==> src/rtl/traffic_pkg.sv <==
// +----------------------------------------------------------------------------+
// | traffic_pkg                                                                |
// | Shared state encodings, index-width helper and default junction intervals. |
// | Revision: 1.0                                                              |
// +----------------------------------------------------------------------------+
`default_nettype none

package traffic_pkg;

  typedef enum logic [1:0] {
    sClear  = 2'b00,
    sGrant  = 2'b01,
    sRevoke = 2'b10
  } state_t;

  localparam int C_DEF_N_APPROACH    = 4;
  localparam int C_DEF_INT_CLEAR     = 10;
  localparam int C_DEF_INT_MAX_GRANT = 250;
  localparam int C_DEF_TIMER_W       = 8;

  // Index width, never narrower than one bit.
  function automatic int log2c(input int n);
    return (n <= 2) ? 1 : $clog2(n);
  endfunction

endpackage

`default_nettype wire

==> src/rtl/rr_picker.sv <==
// +----------------------------------------------------------------------------+
// | rr_picker                                                                  |
// | Combinational round-robin pick: first set request at or after start.       |
// | Revision: 1.0                                                              |
// +----------------------------------------------------------------------------+
`default_nettype none

module rr_picker #(
  parameter int C_N_APPROACH = 4,
  parameter int C_IDX_W      = 2
) (
  input  logic [C_N_APPROACH-1:0] req,
  input  logic [C_IDX_W-1:0]      start,
  output logic                    valid,
  output logic [C_IDX_W-1:0]      idx
);

  logic [C_IDX_W-1:0] cand;

  // Scan from the farthest offset back to the start so the nearest hit wins.
  always_comb begin
    valid = |req;
    idx   = '0;
    cand  = '0;
    for (int k = C_N_APPROACH - 1; k >= 0; k--) begin
      cand = C_IDX_W'((int'(start) + k) % C_N_APPROACH);
      if (req[cand]) begin
        idx = cand;
      end
    end
  end

endmodule

`default_nettype wire

==> src/rtl/intersection_scheduler.sv <==
// +----------------------------------------------------------------------------+
// | intersection_scheduler                                                     |
// | Round-robin right-of-way arbiter with all-red clearance and grant revoke.  |
// | Optional emergency preemption: `define INTERSECTION_PREEMPT_EN              |
// | Revision: 1.0                                                              |
// +----------------------------------------------------------------------------+
`default_nettype none

module intersection_scheduler
  import traffic_pkg::*;
#(
  parameter int C_N_APPROACH    = C_DEF_N_APPROACH,
  parameter int C_INT_CLEAR     = C_DEF_INT_CLEAR,
  parameter int C_INT_MAX_GRANT = C_DEF_INT_MAX_GRANT,
  parameter int C_TIMER_W       = C_DEF_TIMER_W,
  localparam int C_IDX_W        = log2c(C_N_APPROACH)
) (
  input  logic                    clk,
  input  logic                    rst,
  input  logic                    blink,
  input  logic [C_N_APPROACH-1:0] inReq,
`ifdef INTERSECTION_PREEMPT_EN
  input  logic                    inPreempt,
  input  logic [C_IDX_W-1:0]      inPreemptIdx,
`endif
  output logic [C_N_APPROACH-1:0] outGrant,
  output logic [C_IDX_W-1:0]      outGrantIdx,
  output logic                    outAllRed,
  output logic                    outRevoke
);

  localparam logic [C_IDX_W-1:0]      C_LAST_IDX  = C_IDX_W'(C_N_APPROACH - 1);
  localparam logic [C_N_APPROACH-1:0] C_ONE       = C_N_APPROACH'(1);
  localparam logic [C_TIMER_W-1:0]    C_TIMER_SAT = '1;
  localparam logic [C_TIMER_W-1:0]    C_CLEAR_T   = C_TIMER_W'(C_INT_CLEAR);
  localparam logic [C_TIMER_W-1:0]    C_MAX_T     = C_TIMER_W'(C_INT_MAX_GRANT);

  state_t               state;
  logic [C_TIMER_W-1:0] timer;
  logic                 blink_q;
  logic                 blink_rise;
  logic [C_IDX_W-1:0]   rr_base;
  logic [C_IDX_W-1:0]   rr_next;
  logic                 pick_valid;
  logic [C_IDX_W-1:0]   pick_idx;
  logic                 clear_done;
  logic                 others_wait;
  logic                 release_now;
  logic                 revoke_now;

  assign blink_rise  = blink & ~blink_q;
  assign clear_done  = (timer >= C_CLEAR_T);
  assign others_wait = |(inReq & ~outGrant);
  assign rr_next     = (rr_base == C_LAST_IDX) ? '0 : rr_base + 1'b1;

`ifdef INTERSECTION_PREEMPT_EN
  // Preempt grants must not disturb the round-robin rotation.
  logic [C_IDX_W-1:0] rr_ptr;
  logic               preempt_grant;

  assign rr_base     = rr_ptr;
  assign release_now = preempt_grant ? ~inPreempt : ~inReq[outGrantIdx];
  assign revoke_now  = ~preempt_grant &
                       (((timer >= C_MAX_T) & others_wait) |
                        (inPreempt & (outGrantIdx != inPreemptIdx)));
`else
  assign rr_base     = outGrantIdx;
  assign release_now = ~inReq[outGrantIdx];
  assign revoke_now  = (timer >= C_MAX_T) & others_wait;
`endif

  rr_picker #(
    .C_N_APPROACH (C_N_APPROACH),
    .C_IDX_W      (C_IDX_W)
  ) u_rr_picker (
    .req   (inReq),
    .start (rr_next),
    .valid (pick_valid),
    .idx   (pick_idx)
  );

  always_ff @(posedge clk or posedge rst) begin
    if (rst) begin
      blink_q     <= 1'b0;
      state       <= sClear;
      timer       <= '0;
      outGrant    <= '0;
      outGrantIdx <= C_LAST_IDX;
      outAllRed   <= 1'b1;
      outRevoke   <= 1'b0;
`ifdef INTERSECTION_PREEMPT_EN
      rr_ptr        <= C_LAST_IDX;
      preempt_grant <= 1'b0;
`endif
    end else begin
      blink_q <= blink;
      // Later timer assignments on a state change override this increment.
      if (blink_rise && (timer != C_TIMER_SAT)) begin
        timer <= timer + 1'b1;
      end
      case (state)
        sClear: begin
`ifdef INTERSECTION_PREEMPT_EN
          if (clear_done && inPreempt) begin
            state         <= sGrant;
            timer         <= '0;
            outGrant      <= C_ONE << inPreemptIdx;
            outGrantIdx   <= inPreemptIdx;
            outAllRed     <= 1'b0;
            preempt_grant <= 1'b1;
          end else
`endif
          if (clear_done && pick_valid) begin
            state       <= sGrant;
            timer       <= '0;
            outGrant    <= C_ONE << pick_idx;
            outGrantIdx <= pick_idx;
            outAllRed   <= 1'b0;
`ifdef INTERSECTION_PREEMPT_EN
            rr_ptr        <= pick_idx;
            preempt_grant <= 1'b0;
`endif
          end
        end
        sGrant: begin
          if (release_now) begin
            state     <= sClear;
            timer     <= '0;
            outGrant  <= '0;
            outAllRed <= 1'b1;
          end else if (revoke_now) begin
            state     <= sRevoke;
            timer     <= '0;
            outRevoke <= 1'b1;
          end
        end
        sRevoke: begin
          // The holder keeps the grant until it finishes yellow and drops its request.
          if (release_now) begin
            state     <= sClear;
            timer     <= '0;
            outGrant  <= '0;
            outAllRed <= 1'b1;
            outRevoke <= 1'b0;
          end
        end
        default: begin
          state       <= sClear;
          timer       <= '0;
          outGrant    <= '0;
          outGrantIdx <= C_LAST_IDX;
          outAllRed   <= 1'b1;
          outRevoke   <= 1'b0;
`ifdef INTERSECTION_PREEMPT_EN
          rr_ptr        <= C_LAST_IDX;
          preempt_grant <= 1'b0;
`endif
        end
      endcase
    end
  end

endmodule

`default_nettype wire

==> config.mk <==
export PLATFORM = sky130hd
export DESIGN_NAME = intersection_scheduler
export DESIGN_NICKNAME = d
export VERILOG_FILES = /design/src/rtl/traffic_pkg.sv /design/src/rtl/rr_picker.sv /design/src/rtl/intersection_scheduler.sv
export SDC_FILE = /design/constraint.sdc
export NUM_CORES = 1
export LEC_CHECK = 0
export CORE_MARGIN = 4
export CORE_UTILIZATION = 40
export DETAILED_ROUTE_END_ITERATION = 8
export HOLD_SLACK_MARGIN = 0.05
export PLACE_DENSITY = 0.6
export RECOVER_POWER = 25
export SKIP_LAST_GASP = 1
export SYNTH_ARGS = -nofsm -noshare
export SYNTH_HDL_FRONTEND = slang
export SYNTH_SLANG_ARGS = --single-unit
export TNS_END_PERCENT = 50
==> constraint.sdc <==
create_clock -name clk -period 4.7 [get_ports clk]
set_input_delay 0.47 -clock clk [delete_from_list [all_inputs] [get_ports clk]]
set_output_delay 0.47 -clock clk [all_outputs]
set_load 0.02 [all_outputs]
Yosys cells after proc, flatten, opt, wreduce, memory -nomap -nowiden
Index checks and enable logic that the tools add are counted.
Widths: inputs -> output; s select.
{ "op_classes": {"n_addsub": 5, "multipliers": 0, "n_div": 0, "magnitude_cmp": 7, "n_eq_ne": 10, "shifts": 1, "muxes": 38, "bitwise_logic": 7, "n_reduce_logical": 10} }
{ "ops": {"columns": ["cell", "n"], "rows": [
  ["$mux 8", 5],
  ["$pmux 8 s3", 1],
  ["$mux 2", 10],
  ["$lt 2x3->1 const B", 5],
  ["$bmux 1 s2", 5],
  ["$mux 1", 10],
  ["$ne 2x2->1 const B", 5],
  ["$add 8x1->8 const B", 1],
  ["$ge 8x4->1 const B", 1],
  ["$ge 8x8->1 const B", 1],
  ["$mux 4", 2],
  ["$ne 8x8->1 const B", 1],
  ["$pmux 4 s2", 1],
  ["$reduce_or 4->1", 2],
  ["$pmux 2 s3", 1],
  ["$add 2x1->2 const B", 2],
  ["$add 2x2->2 const B", 2],
  ["$and 4x4->4", 1],
  ["$eq 2x2->1 const B", 2],
  ["$not 4->4", 1],
  ["$pmux 2 s2", 1],
  ["$reduce_and 2->1", 2],
  ["$reduce_and 4->1", 1],
  ["$shl 1x2->4 const A", 1],
  ["other kinds (10)", 14]
]} }
{ "totals": {"reg_bits": 19, "latchBits": 0, "ram_bits": 0, "rom_bits": 0, "input_bits": 7, "out_inout_bits": 8, "elab_cells": 85, "mem_count": 0} }

Longest topological paths before layout
Gate-level depths: netlist (run 1).
{ "depth": {"ltp_word": 12, "mapped_depth": 7, "depth_no_buf": 7} }

By module
Synthesis (run 1) repeated with hierarchy kept, for this count alone.
{ "unflattened": {"cells_unflattened": 136, "area_unflattened_um2": 1335.0} }
{ "modules_own_cells": {"columns": ["mod", "instances", "cells_per_inst", "area_per_inst_um2", "seq_area_each_um2"], "rows": [
  ["intersection_scheduler", 1, 123, 1257.5, 479.2],
  ["rr_picker", 1, 13, 77.6, 0.0]
]} }

Least setup slack after synthesis (run 1)
OpenSTA, ideal clock, no wires.
{ "synth_path": {"kind": "reg2reg", "start": "register outGrantIdx[0]", "end": "register outGrant[1]", "setup_ns": 0.121, "t_arrival_ns": 1.769, "required_time_ns": 4.579, "path_slack_ns": 2.810, "path_stages_with_launch": 6, "path_buffers": 1, "synth_period_minus_slack_ns": 1.890, "cell_sequence": "dfstp_2 -> buf_6 -> mux4_2 -> nand2_1 -> nand3_2 -> a22o_1"} }
{ "synth_via": {"elab_chain_cells": 12, "elab_cells_between_ends": 25, "classes_between": "add/sub (4); eq/ne (2); shift (1); mux (17); reduce/logical (1)"} }
{ "synth_rtl": {"columns": ["element", "line", "text"], "rows": [
  ["start: declaration", "intersection_scheduler.sv:27", "output logic [C_IDX_W-1:0] outGrantIdx,"],
  ["start signal: assignment", "intersection_scheduler.sv:117", "outGrantIdx <= pick_idx;"],
  ["$add 2x1->2 / $eq 2x2->1 (equally long branches)", "intersection_scheduler.sv:54", "assign rr_next = (rr_base == C_LAST_IDX) ? '0 : rr_base + 1'b1;"],
  ["$mux 2", "intersection_scheduler.sv:54", null],
  ["$add 2x2->2", "rr_picker.sv:26", "cand = C_IDX_W'((int'(start) + k) % C_N_APPROACH);"],
  ["$bmux 1 s2", "rr_picker.sv:27", "if (req[cand]) begin"],
  ["$mux 1 (implied by the code)", "rr_picker.sv:27", null],
  ["$mux 2 (4 in a row)", "rr_picker.sv:27", null],
  ["$shl 1x2->4", "intersection_scheduler.sv:116", "outGrant <= C_ONE << pick_idx;"],
  ["$mux 4", "intersection_scheduler.sv:113", "if (clear_done && pick_valid) begin"],
  ["$pmux 4 s2", "intersection_scheduler.sv:101", "case (state)"],
  ["end signal: assignment", "intersection_scheduler.sv:116", null],
  ["end: declaration", "intersection_scheduler.sv:26", "output logic [C_N_APPROACH-1:0] outGrant,"]
]} }
Several ways; a longest one is shown, not always the timed one. The select of a mux whose other input is x is not followed.
A chain may end at the register's enable or synchronous reset.

Final worst setup path (run 1)
Same ends and word-level chain as after synthesis.

==> results.md, run 1 <==
* Path class of the lowest-slack min-delay path: flop to flop
* Post-synthesis sequential area ratio at 0.380
* Number of top-level design ports at 15
* Horiz. Die Dim at between 60 and 70 µm
* Die boundary height at around 64 µm
* Setup TNS at 0 ps
* Number of placement rows at 20
* Sequential share of power at 0.343
* Sw power at ~0.32 mW
* Starting Density at 0.417
* DP Wirelength at 1.95 mm
* Max Freq at roughly 480 MHz
* Cts hold-fix bufs at 0
* Routed via count at ~1,000
* Count of input and output buffers at 14
* Worst setup slack after layout at 2610 ps
* Post-CTS setup buffer count at 0
* Number of antenna violations at the first check in global routing at 0
* Post-synth top flop: sky130_fd_sc_hd__dfrtp_1
* Clock tree from TritonCTS: yes
* Count of fill cells added during filler insertion at 300
* Worst supply voltage drop on vdd at 0.260 mV
* Cell Area, Synth at 0.00126 mm²
* Footprint of the multi-input gates at 733 µm²
* Count of mapped cells out of synthesis at 130
* Final worst path period share at 0.446
* Core Region at 0.00303 mm²
* Synth warnings at 0
* Clock transition at path regs at 110 ps
* Async set-or-reset flop fraction in the synthesized netlist at 1.00
* Wire length of the first global-routing pass at between 4 and 5 mm
* Combinational power share at 0.549
* Antenna cell count at 0
* Setup crit start kind: flop
* Leakage power total at 0.605 nW
* Final critical delay including setup and external delays at 2090 ps
* Worst Skew at roughly 5 ps
* Total nets after synthesis at 144
* Run status: completed
* Remaining antenna violation count at 0
* Area enclosed by the die boundary at 0.00412 mm²
* Library cells used by synthesis at 51
* Wire length per cell at roughly 13 µm
* Slowest Stage Delay on Critical Path at 660 ps
* Headroom to the max-slew limit at 0.537
* Via count of the first global-routing pass at approximately 930
* Global-route usage over all layers at 0.135
* Critical-path cell with the highest stage delay: sky130_fd_sc_hd__dfstp_2
* Count of flip-flops with a built-in enable after synthesis at 0
* Total CTS buffers at 3
* Maximum number of pins on one net before global-route repair at 20
* Unrepaired setup endpoints after global routing: no
* Worst Path Required at about 4900 ps
* CP arrival at roughly 2300 ps
* Total DRC errors in the routed layout at 0
* Leading cell types in the layout, fill and taps excluded: sky130_fd_sc_hd__dfrtp_1, sky130_fd_sc_hd__nand2_1, sky130_fd_sc_hd__clkdlybuf4s50_1
* Clock H-tree levels at 1
* Avg Inst Size Synth at 9.71 µm²
* Clock latency reported for the late side of the worst-skew pair at between 200 and 300 ps
* Final setup vio count at 0
* Fraction of final layout cells sized beyond drive strength 1 at 0.137
* Global-route congestion overflow total at 0
* Count of maximum capacitance violations at 0
* Footprint of the flip-flops and latches at around 480 µm²
* Least-Margin Pin Slew at 694 ps
* Internal power at 0.428 mW
* TritonCTS Sinks at 19
* Area Growth Syn to Fin at 16.3%
* Final weighted congestion of routability-driven global placement at ~0.79
* Net total in the final layout at 161
* Fin Hold WS at 496 ps
* Synth Register Bits at 19
* Most common library cell in the layout ignoring fill and taps: sky130_fd_sc_hd__dfrtp_1
* Detailed Route WL at 2.53 mm
* Critical path fanouts, max at 12
* Post-place setup slack at 2350 ps
* Clock Tree Buf Depth at 2
* Root buffer selected by CTS: sky130_fd_sc_hd__clkbuf_4
* Switching power as a share of total power at 0.426
* Resize count post-CTS at 0
* 1st-pass router iterations at 4
* Power Dens Cells at 508 mW/mm²
* Type of the setup path with the least slack: flop to flop
* Per-cell via count in the routed design at 5.33
* Hold Vio Cnt, Final at 0
* Total count of max-transition violations in the final report at 0
* Critical path capture point type: flop
* Part of the total power dissipated in the clock network at 0.108
* Sequence of cells on the critical path: ha_1, o311ai_0, a31o_2, nor2_1, a22o_1
* Initial drt markers at 48
[state kept, by name, summed over array words and instances, names as in the netlist]
name	flops
blink_q	1
outAllRed	1
outGrant	4
outGrantIdx	2
outRevoke	1
state	2
timer	8
[cell usage after synthesis, types with 2 or more instances]
master,number,area [µm²]
sky130_fd_sc_hd__a211oi_1,2,15.0
sky130_fd_sc_hd__a21oi_1,5,25.0
sky130_fd_sc_hd__a22o_1,4,35.0
sky130_fd_sc_hd__and4_1,2,17.5
sky130_fd_sc_hd__dfrtp_1,16,400
sky130_fd_sc_hd__dfstp_2,3,78.8
sky130_fd_sc_hd__ha_1,7,87.6
sky130_fd_sc_hd__inv_1,9,33.8
sky130_fd_sc_hd__nand2_1,15,56.3
sky130_fd_sc_hd__nand2b_1,2,12.5
sky130_fd_sc_hd__nand3_1,4,20.0
sky130_fd_sc_hd__nand4b_1,2,17.5
sky130_fd_sc_hd__nor2_1,9,33.8
sky130_fd_sc_hd__nor3_1,3,15.0
sky130_fd_sc_hd__nor4_1,2,12.5
sky130_fd_sc_hd__o21a_1,2,15.0
sky130_fd_sc_hd__o22ai_1,2,12.5
sky130_fd_sc_hd__o31ai_1,4,30.0
sky130_fd_sc_hd__or2b_1,2,15.0
sky130_fd_sc_hd__xnor2_1,4,35.0
[through the flow]
stage	cell area (µm²)	std cells	power [mW]	utilization
finish	1470	190	0.745	0.485
global route	1470	190	0.807	0.485
CTS	1470	190	0.755	0.485
detailed placement	1440	186	0.671	0.476
global placement	1440	186	0.669	0.476
floorplan	1260	130	0.561	-
[critical path, delay by kind of cell, from the launching register on]
family | cells | cell delay [ps]
AOI/OAI and AO/OA | 3 | 940
adders and majority gates | 1 | 340
DFF | 1 | 660
and+or+nand+nor | 1 | 50
[power by group through the flow]
stage	Clock (mW)	Sequential (mW)	Combinational (mW)
6_report	0.0808	0.255	0.409
5_1_grt	0.0957	0.264	0.447
2_1_floorplan	0	0.270	0.291
4_1_cts	0.0861	0.256	0.413
3_3_place_gp	0	0.258	0.411
3_5_place_dp	0	0.260	0.411
[metal layers]
| layer | GRT usage | up-vias | wire length, µm |
|---|---|---|---|
| met5 | 0 | - | 0 |
| met4 | 0.0396 | 0 | 20 |
| met3 | 0.0316 | 2 | 100 |
| met2 | 0.201 | 15 | 1120 |
| met1 | 0.195 | 480 | 1290 |
| li1 | - | 515 | - |
[worst paths after layout]
kind | depth (start not counted) | end | slack, ps | startpoint
max in group asynchronous | 2 | outRevoke$_DFFE_PP0P_ | 3550 | rst
worst max register to register | 5 | outGrant[1]$_DFFE_PP0P_ | 2610 | outGrantIdx[0]$_DFFE_PP1P_
min in group asynchronous | 2 | outGrant[2]$_DFFE_PP0P_ | 710 | rst
worst max-delay path | 5 | outGrant[1]$_DFFE_PP0P_ | 2610 | outGrantIdx[0]$_DFFE_PP1P_
worst min register to register | 2 | outAllRed$_DFFE_PP1P_ | 500 | outAllRed$_DFFE_PP1P_
worst min-delay path | 2 | outAllRed$_DFFE_PP1P_ | 500 | outAllRed$_DFFE_PP1P_
[cell type report]
type                       count  area share
tap                           44      0.0375
inverter                       9      0.0230
sequential                    19       0.327
clock buffer                   4      0.0179
timing repair buffer          14      0.0955
multi-input combinational    100       0.500
[cell families (layout without fill, tap and decap cells)]
kind of cell	after synthesis	in the layout	synth area share
AO/OA/AOI/OAI	34	34	0.213
XOR/XNOR	5	5	0.0347
adder cells (fa/ha/maj)	7	7	0.0694
buffers and inverters	11	27	0.0396
flip-flops	19	19	0.380
multiplexers	2	2	0.0297
AND/OR/NAND/NOR	52	52	0.234
Power figures use the tool's default switching activity.
==> run 2, diff against run 1 <==
--- a/config.mk
+++ b/config.mk
@@ -9,7 +9,7 @@
 export CORE_UTILIZATION = 40
 export DETAILED_ROUTE_END_ITERATION = 8
 export HOLD_SLACK_MARGIN = 0.05
-export PLACE_DENSITY = 0.6
+export PLACE_DENSITY = 0.63
 export RECOVER_POWER = 25
 export SKIP_LAST_GASP = 1
 export SYNTH_ARGS = -nofsm -noshare
==> constraint.sdc (replaced) <==
create_clock -name clk -period 1.8 [get_ports clk]
set_input_delay 0.18 -clock clk [delete_from_list [all_inputs] [get_ports clk]]
set_output_delay 0.18 -clock clk [all_outputs]
set_load 0.02 [all_outputs]
==> run 2 against run 1 <==
Against the previous run: the run now ends with setup timing left; flip-flop and latch count unchanged; fmax up 14%; sequential share of layout area down 5.5 points; wire length up 21%; combinational power rose to 4.2 times the previous value; cell area up 20%; total power rose to 3.4 times the previous value; worst setup slack worse by 2600 ps; utilization up 9.9 points; highest routed layer unchanged; first-iteration DRC count up 23%; die area unchanged; largest cell class unchanged; largest power group unchanged.
==> results.md, run 2 (synthesis results as in run 1) <==
* Final critical delay including setup and external delays at 1830 ps
* Total DRC errors in the routed layout at 0
* Initial drt markers at 59
* Unrepaired setup endpoints after global routing: yes
* Clock latency reported for the late side of the worst-skew pair at 290 ps
* Area enclosed by the die boundary at around 0.0041 mm²
* Headroom to the max-slew limit at 0.281
* Critical path capture point type: flop
* Worst supply voltage drop on vdd at between 0.6 and 0.7 mV
* Flip-flop count of the largest register after layout at 8
* Path class of the lowest-slack min-delay path: input port to flop
* Final weighted congestion of routability-driven global placement at 0.833
* Fraction of final layout cells sized beyond drive strength 1 at 0.360
* Critical path fanouts, max at 8
* Horiz. Die Dim at 64.2 µm
* Starting Density at 0.417
* Global-route usage over all layers at 0.152
* Total CTS buffers at 3
* Count of maximum capacitance violations at 0
* Maximum number of pins on one net before global-route repair at 20
* Worst Skew at 0.832 ps
* Core Region at 0.00303 mm²
* CP arrival at 2010 ps
* Final worst path period share at 1.02
* Global-route congestion overflow total at 0
* DP Wirelength at 2.24 mm
* Net total in the final layout at roughly 190
* Routed via count at 1,130
* Count of fill cells added during filler insertion at between 200 and 300
* Number of antenna violations at the first check in global routing at 0
* Most common library cell in the layout ignoring fill and taps: sky130_fd_sc_hd__buf_4
* Clock Tree Buf Depth at 2
* End-of-flow core utilization at 0.583
* Area of all placed cells without fillers at ~0.0018 mm²
* Clock H-tree levels at 1
* Register with the most flip-flops: timer
* Clock transition at path regs at 110 ps
* Instance area at placement at 0.00164 mm²
* Total count of max-transition violations in the final report at 0
* Worst setup slack after layout at -29.1 ps
* Count of input and output buffers at 14
* Remaining antenna violation count at 0
* TritonCTS Sinks at 19
* Root buffer selected by CTS: sky130_fd_sc_hd__clkbuf_4
* Worst Path Required at slightly below 2000 ps
* Setup crit start kind: flop
* Leading cell types in the layout, fill and taps excluded: sky130_fd_sc_hd__buf_4, sky130_fd_sc_hd__dfrtp_1, sky130_fd_sc_hd__nand2_1
* Type of the setup path with the least slack: flop to flop
* Leakage power total at 0.761 nW
* Number of placement rows at 20
* Violated checks: setup timing
* Die boundary height at 64.2 µm
* Antenna cell count at 0
* Area Growth Syn to Fin at 39.9%
* Final setup vio count at 13
* Setup TNS at -242 ps
* Cts hold-fix bufs at 0
* Number of top-level design ports at 15
* Per-cell via count in the routed design at 5.23
* Hold Vio Cnt, Final at 0
* Wire length of the first global-routing pass at 5.04 mm
* Wire length per cell at 14.2 µm
* Via count of the first global-routing pass at 1,154
* Max Freq at 547 MHz
* Registers with the most flip-flops: timer: 8 flops, outGrant: 4 flops
* Detailed Route WL at 3.07 mm
* Power Dens Cells at roughly 1400 mW/mm²
* Least-Margin Pin Slew at 1080 ps
* Run status: finished with violations
* Clock tree from TritonCTS: yes
* 1st-pass router iterations at 4
## run 2: changes by cell type in the layout (fill, tap and decap cells not counted), moves of 3 or more
cell and delta:
sky130_fd_sc_hd__buf_6 +3, sky130_fd_sc_hd__o31ai_2 +3, sky130_fd_sc_hd__buf_4 +21, sky130_fd_sc_hd__o31ai_1 -3
## run 2: cell type report
type	count	area (µm²)	share of cell area
Clock buffer	3	22.5	0.0127
Clock inverter	1	5.00	0.00283
Inverter	9	33.8	0.0191
Multi-Input combinational cell	101	836	0.473
Sequential cell	19	479	0.271
Tap cell	44	55.1	0.0312
Timing Repair Buffer	39	335	0.190
## run 2: what timing repair did
action                     4_1_cts  5_1_grt
hold endpoints to repair         0        0
pin swaps                        2        0
cloned                           1        0
resized for setup                9       10
buffers inserted                 0        1
setup endpoints to repair       15       16
## run 2: report_power, final
part           internal (mW)  total, mW  switching, mW
clock network         0.0825      0.214          0.132
registers              0.546      0.612         0.0658
logic                  0.861       1.71          0.849
total                   1.49       2.53           1.05
## run 2: critical path, cell delays in order (launching register included)
cell and delay [ps]:
sky130_fd_sc_hd__dfstp_2 560, sky130_fd_sc_hd__buf_6 110, sky130_fd_sc_hd__mux4_2 570, sky130_fd_sc_hd__o311a_4 170, sky130_fd_sc_hd__o21bai_4 230, sky130_fd_sc_hd__nor2_1 80
## run 2: path summary, 6_finish.rpt
path | start | endpoint | slack, ps | cells after the start
worst max-delay path | outGrantIdx[0]$_DFFE_PP1P_ | timer[6]$_DFF_PP0_ | -30 | 5
worst max register to register | outGrantIdx[0]$_DFFE_PP1P_ | timer[6]$_DFF_PP0_ | -30 | 5
min in group asynchronous | rst | timer[5]$_DFF_PP0_ | 660 | 3
max in group asynchronous | rst | timer[1]$_DFF_PP0_ | 500 | 3
worst min-delay path | blink | blink_q$_DFF_PP0_ | 380 | 1
worst min register to register | outAllRed$_DFFE_PP1P_ | outAllRed$_DFFE_PP1P_ | 470 | 2
## run 2: per-stage QoR
| stage | std cells | power [mW] | hold WS, ps | worst slack (ps) |
|---|---|---|---|---|
| floorplan | 130 | 1.51 | 129 | -41.6 |
| global placement | 210 | 2.07 | 470 | -242 |
| detailed placement | 210 | 2.11 | 474 | -250 |
| CTS | 215 | 2.45 | 211 | -33.0 |
| global route | 216 | 2.71 | 394 | -103 |
| finish | 216 | 2.53 | 381 | -29.1 |
## run 2: routing by layer
layer / vias up / global-route usage / wire length (µm)
li1: 568 / - / -
met1: 546 / 0.166 / 1260
met2: 12 / 0.298 / 1700
met3: 4 / 0.0211 / 73
met4: 0 / 0.0422 / 38
met5: - / 0 / 0
